[config.mk]
export PLATFORM = sky130hd
export DESIGN_NAME = reaction_timer_ctrl
export DESIGN_NICKNAME = d
export VERILOG_FILES = /design/src/rtl/reaction_timer_ctrl.sv
export SDC_FILE = /design/constraint.sdc
export NUM_CORES = 1
export LEC_CHECK = 0
export CORE_AREA = 2 2 125 66
export DETAILED_ROUTE_END_ITERATION = 6
export DIE_AREA = 0 0 127 68
export GPL_ROUTABILITY_DRIVEN = 0
export PLACE_DENSITY = 0.8
export SYNTH_ARGS = -nofsm -noshare
export SYNTH_HDL_FRONTEND = slang
export SYNTH_SLANG_ARGS = --single-unit
[constraint.sdc]
create_clock -name i_clk -period 2.9 [get_ports i_clk]
set_input_delay 0.725 -clock i_clk [delete_from_list [all_inputs] [get_ports i_clk]]
set_output_delay 0.725 -clock i_clk [all_outputs]
set_load 0.01 [all_outputs]
[src/rtl/reaction_timer_ctrl.sv]
// Reaction timer sequencer for the starting-line game.
// Arms a PRBS-based delay, measures reaction in ms, flags false starts, tracks best time.
module reaction_timer_ctrl #(
    parameter int DELAY_W      = 7,
    parameter int MIN_DELAY_MS = 1000,
    parameter int DELAY_STEP   = 10,
    parameter int MAX_MS       = 9999,
    parameter int FLASH_MS     = 250,
    parameter int LED_W        = 10,
    localparam int RT_W        = $clog2(MAX_MS + 1)
) (
    input  logic               i_clk,
    input  logic               i_arst,
    input  logic               i_tickMs,
    input  logic               i_button,
    input  logic [DELAY_W-1:0] i_randomDelay,
    output logic               o_enPRBS,
    output logic [LED_W-1:0]   o_led,
    output logic [RT_W-1:0]    o_reactionMs,
    output logic [RT_W-1:0]    o_bestMs,
    output logic               o_falseStart,
    output logic               o_valid
);

    localparam int DLY_MAX = MIN_DELAY_MS + ((2 ** DELAY_W) - 1) * DELAY_STEP;
    localparam int DLY_W   = $clog2(DLY_MAX + 1);
    localparam int FL_W    = $clog2(FLASH_MS + 1);

    localparam logic [DLY_W-1:0] DLY_MIN  = DLY_W'(MIN_DELAY_MS);
    localparam logic [DLY_W-1:0] DLY_STEP = DLY_W'(DELAY_STEP);
    localparam logic [RT_W-1:0]  RT_MAX   = RT_W'(MAX_MS);
    localparam logic [RT_W-1:0]  RT_LAST  = RT_W'(MAX_MS - 1);
    localparam logic [FL_W-1:0]  FL_LAST  = FL_W'(FLASH_MS - 1);

    typedef enum logic [2:0] {
        S_IDLE,
        S_WAIT,
        S_GO,
        S_FALSE,
        S_RESULT
    } state_t;

    state_t            state;
    state_t            nxt;
    logic              btn_q;
    logic              press;
    logic [DLY_W-1:0]  dly;
    logic [DLY_W-1:0]  dly_load;
    logic [RT_W-1:0]   rt;
    logic              rt_limit;
    logic [FL_W-1:0]   fcnt;
    logic              flash_on;

    assign press    = i_button & ~btn_q;
    assign rt_limit = (rt == RT_LAST);
    assign dly_load = DLY_MIN + DLY_W'(i_randomDelay) * DLY_STEP;

    // Registered button copy for rising-edge detection; held key at reset is not an edge
    always_ff @(posedge i_clk or posedge i_arst) begin
        if (i_arst) begin
            btn_q <= 1'b1;
        end else begin
            btn_q <= i_button;
        end
    end

    // State register
    always_ff @(posedge i_clk or posedge i_arst) begin
        if (i_arst) begin
            state <= S_IDLE;
        end else begin
            state <= nxt;
        end
    end

    // Next-state logic; a press always takes priority over tick-driven moves
    always_comb begin
        nxt = state;
        case (state)
            S_IDLE: begin
                if (press) nxt = S_WAIT;
            end
            S_WAIT: begin
                if (press) begin
                    nxt = S_FALSE;
                end else if (dly == '0) begin
                    nxt = S_GO;
                end else if (i_tickMs && dly == DLY_W'(1)) begin
                    nxt = S_GO;
                end
            end
            S_GO: begin
                if (press) begin
                    nxt = S_RESULT;
                end else if (i_tickMs && rt_limit) begin
                    nxt = S_RESULT;
                end
            end
            S_FALSE: begin
                if (press) nxt = S_IDLE;
            end
            S_RESULT: begin
                if (press) nxt = S_IDLE;
            end
            default: nxt = S_IDLE;
        endcase
    end

    // State-decoded outputs: LED pattern, PRBS enable, false-start flag
    always_comb begin
        o_led        = '0;
        o_enPRBS     = 1'b0;
        o_falseStart = 1'b0;
        case (state)
            S_IDLE: begin
                o_led    = LED_W'(1);
                o_enPRBS = 1'b1;
            end
            S_GO: begin
                o_led = '1;
            end
            S_FALSE: begin
                o_falseStart = 1'b1;
                o_led        = flash_on ? '1 : '0;
            end
            default: begin
                o_led = '0;
            end
        endcase
    end

    // Start delay: loaded on arm, counts down one per ms while waiting
    always_ff @(posedge i_clk or posedge i_arst) begin
        if (i_arst) begin
            dly <= '0;
        end else if (state == S_IDLE && press) begin
            dly <= dly_load;
        end else if (state == S_WAIT && !press && i_tickMs && dly != '0) begin
            dly <= dly - DLY_W'(1);
        end
    end

    // Reaction counter: cleared on GO entry, counts ms until press or saturation
    always_ff @(posedge i_clk or posedge i_arst) begin
        if (i_arst) begin
            rt <= '0;
        end else if (state == S_WAIT && nxt == S_GO) begin
            rt <= '0;
        end else if (state == S_GO && !press && i_tickMs && !rt_limit) begin
            rt <= rt + RT_W'(1);
        end
    end

    // Result capture, best-time tracking and one-cycle valid pulse on RESULT entry
    always_ff @(posedge i_clk or posedge i_arst) begin
        if (i_arst) begin
            o_reactionMs <= '0;
            o_bestMs     <= RT_MAX;
            o_valid      <= 1'b0;
        end else begin
            o_valid <= 1'b0;
            if (state == S_GO && press) begin
                o_reactionMs <= rt;
                o_valid      <= 1'b1;
                if (rt < o_bestMs) begin
                    o_bestMs <= rt;
                end
            end else if (state == S_GO && i_tickMs && rt_limit) begin
                o_reactionMs <= RT_MAX;
                o_valid      <= 1'b1;
            end
        end
    end

    // False-start flasher: starts lit, toggles every FLASH_MS ms
    always_ff @(posedge i_clk or posedge i_arst) begin
        if (i_arst) begin
            fcnt     <= '0;
            flash_on <= 1'b1;
        end else if (state != S_FALSE && nxt == S_FALSE) begin
            fcnt     <= '0;
            flash_on <= 1'b1;
        end else if (state == S_FALSE && i_tickMs) begin
            if (fcnt == FL_LAST) begin
                fcnt     <= '0;
                flash_on <= ~flash_on;
            end else begin
                fcnt <= fcnt + FL_W'(1);
            end
        end
    end

endmodule
==> qor.txt <==
status = finished with violations
violated checks = negative setup slack
startpoint types = input port
synthesized netlist cell count = 410
MaxCap Viol Count = 0
Crit path max-delay family = buffers and inverters
H-tree Lvls = 3
# clock sinks = 68
Arr. time, crit path = 3100 ps
Crit path buffers/inverters = 2
initial core utilization = 52.94%
Overflow after GRT = 0
post-DP HPWL = 7.063 mm
# setup viols final = 2
period utilisation layout = 100.4%
Max FO, Critical Path = 3
most frequent CP cell = ha_1
clk_skew = 6.576 ps
Max clock buf depth = 2
Hold Buf Count CTS = 0
CTS Buf Count = 9
chip height = 68 microns
clock power share = 26.4%
clock latency on the worst-skew pair = 330 ps
final hold vios = 0
Power Density = 755.0 mW/mm^2
worst setup margin = -10.43 ps
unrepaired setup endpoints after global routing = yes
I/O pin count = 52
unique cell type count in the Yosys netlist = 53
vias post-DR = 3,402
Initial DRC Count = 238
antenna-violating nets left = 0
fmax = 343.6 MHz
Power, Total = 3.997 mW
clock root cell = clkbuf_16
Nets = 528
Sequential Power Share = 35.3%
Slowest-stage cell, CP = clkdlybuf4s50_1
Mapped Avg Cell Area = 9.884 sq um
static leakage = 2.310 nW
Die Span X = 127 microns
Slew HR = 34.10%
EDFF count, synth = 0
min cycle time layout = 2910 ps
most frequent cells in the layout = dfrtp_1 (58), clkdlybuf4s50_1 (47), nor2_1 (39), buf_4 (31), nand2_1 (30)
vias per cell = 5.766
sw power = 1.388 mW
Finished Cell Area = 0.005294 sq mm
VDD IR-drop max = 609.1 uV
flop and latch count out of synthesis = 68
fraction of registers with async set/reset = 100.0%
Layout area overhead = 30.63%
Setup CP Type = input port to flip-flop
synthesized cell area = 0.004053 sq mm
gr usage total = 24.20%
CTS tree = done
Slew Viols, Final = 0
Hold Crit Class = flip-flop to flip-flop
first drt pass iteration count = 6
n_diodes = 0
largest net degree at the start of global routing = 69
row cnt = 23
CP max stage delay = 520 ps
Cell Chain, Critical Path = clkdlybuf4s50_1 > ha_1 > ha_1 > o21ai_1 > buf_4 > o211ai_1 > o2111ai_4 > nor4_2 > or3_1 > o21ai_0
vias in the first global route = 3,240
internal power = 2.608 mW
Worst-path clk slew = 50 ps
Routed WL per cell = 17.28 microns
antenna violations before repair = 0
worst endpoint required time = 3090 ps
Comb power frac = 38.3%
# fillers = 524
Area after DPL = 0.004820 sq mm
layout cells sized above 1 = 20.61%
first-pass GRT wire length = 16.15 mm
post-synthesis sequential area ratio = 42.30%
most common cell after layout, fill and taps aside = dfrtp_1
CORE AREA = 0.007655 sq mm
drt drc = 0
Die Area = 0.008636 sq mm
Mapped Nets = 453
Worst setup EP type = flip-flop
total number of yosys warnings = 0
I/O Buffers = 51
Top FF cell, synth = dfrtp_1
Sw Share = 34.73%
Routed WL = 10.20 mm
measured slew at the worst slew-check pin = 981.0 ps
## cell families after synthesis
kind of cell	synth area share (%)
AOI/OAI and AO/OA	12.38
adders and majority gates	10.06
xor gates and xnor gates	6.267
DFF	42.30
muxes	4.631
buffers and inverters	5.372
and+or+nand+nor	18.99
## cell usage after synthesis, drive strengths merged (2+ instances only)
cell    number  share of area, %
a311oi       2              0.43
o22a         8               1.7
o21ai       12               1.5
xor2        19               4.1
or4b         2              0.59
a22o         6               1.3
and3         5              0.77
a31oi        3              0.46
and2         5              0.77
nor2b        5              0.77
nand3b       3              0.56
nand4        4              0.62
dfrtp       58                36
clkbuf       7              0.65
mux2        14               3.9
dfstp       10               6.5
mux2i        3              0.74
nor2        41               3.8
nor3         6              0.74
nand2       30               2.8
nand4b       4              0.86
inv         24               2.2
a211oi       2              0.37
nor3b        3              0.56
or3          6              0.93
o211ai       7               1.3
a21oi       23               3.1
nor4         8               1.8
buf         13               2.3
nand3       14               1.7
a21o         5              0.93
xnor2       10               2.2
ha          31               9.6
nand2b       5              0.77
## layer usage
metal	global-route usage, %	share of wire [%]	vias to the layer above
met5	0	0	-
met4	7.280	0.98	0
met3	6.333	6.5	12
met2	35.22	44	124
met1	35.49	49	1671
li1	-	-	1595
## layout make-up
type	count	area [sq um]	share of cell area, %
multi-input cells	297	2270	42.87
flip-flops and latches	68	1714	32.38
inverters	25	98.84	1.867
well taps	100	125.1	2.364
clock inverters	1	5.005	0.09454
repair buffers	84	793.3	14.98
clock buffers	15	287.8	5.436
## path summary, 6_finish.rpt
path                                   from          endpoint  slack (ps)  cells after the start
setup / recovery           i_randomDelay[6]           dly[11]         -10                     10
hold / removal             o_reactionMs[10]  o_reactionMs[10]         490                      1
setup reg to reg                      rt[0]   o_reactionMs[0]         480                      9
hold reg to reg            o_reactionMs[10]  o_reactionMs[10]         490                      1
max in group asynchronous            i_arst       o_bestMs[1]        1770                      3
min in group asynchronous            i_arst           fcnt[3]         790                      3
## metrics by stage
stage	hold WS (ps)	TNS [ps]	cells	util, %	setup WS (ps)
floorplan	485.7	0	410	-	147.9
global placement	471.6	-1462	571	62.96	-311.1
detailed placement	476.5	-2314	571	62.96	-499.1
CTS	487.6	-77.36	587	67.72	-17.78
global route	501.7	-201.0	590	69.16	-134.4
finish	493.2	-20.23	590	69.16	-10.43
## sequential cells by signal (all words and copies together) (netlist names)
register and flops:
o_bestMs 14, state 3, flash_on 1, o_reactionMs 14, btn_q 1, rt 14, o_valid 1, fcnt 8
dly 12
## timing repair
action | in CTS | in global routing
resized for setup | 13 | 16
setup buffers | 0 | 3
pin swaps | 4 | 9
endpoints found under the setup margin | 14 | 14
## power groups by stage
stage	registers [mW]	clock network (mW)	logic [mW]
2_1_floorplan	1.38	0	0.887
3_3_place_gp	1.40	0	1.38
3_5_place_dp	1.41	0	1.43
4_1_cts	1.40	1.07	1.47
5_1_grt	1.44	1.12	1.68
6_report	1.41	1.06	1.53
(Power assumes the default switching activity.)
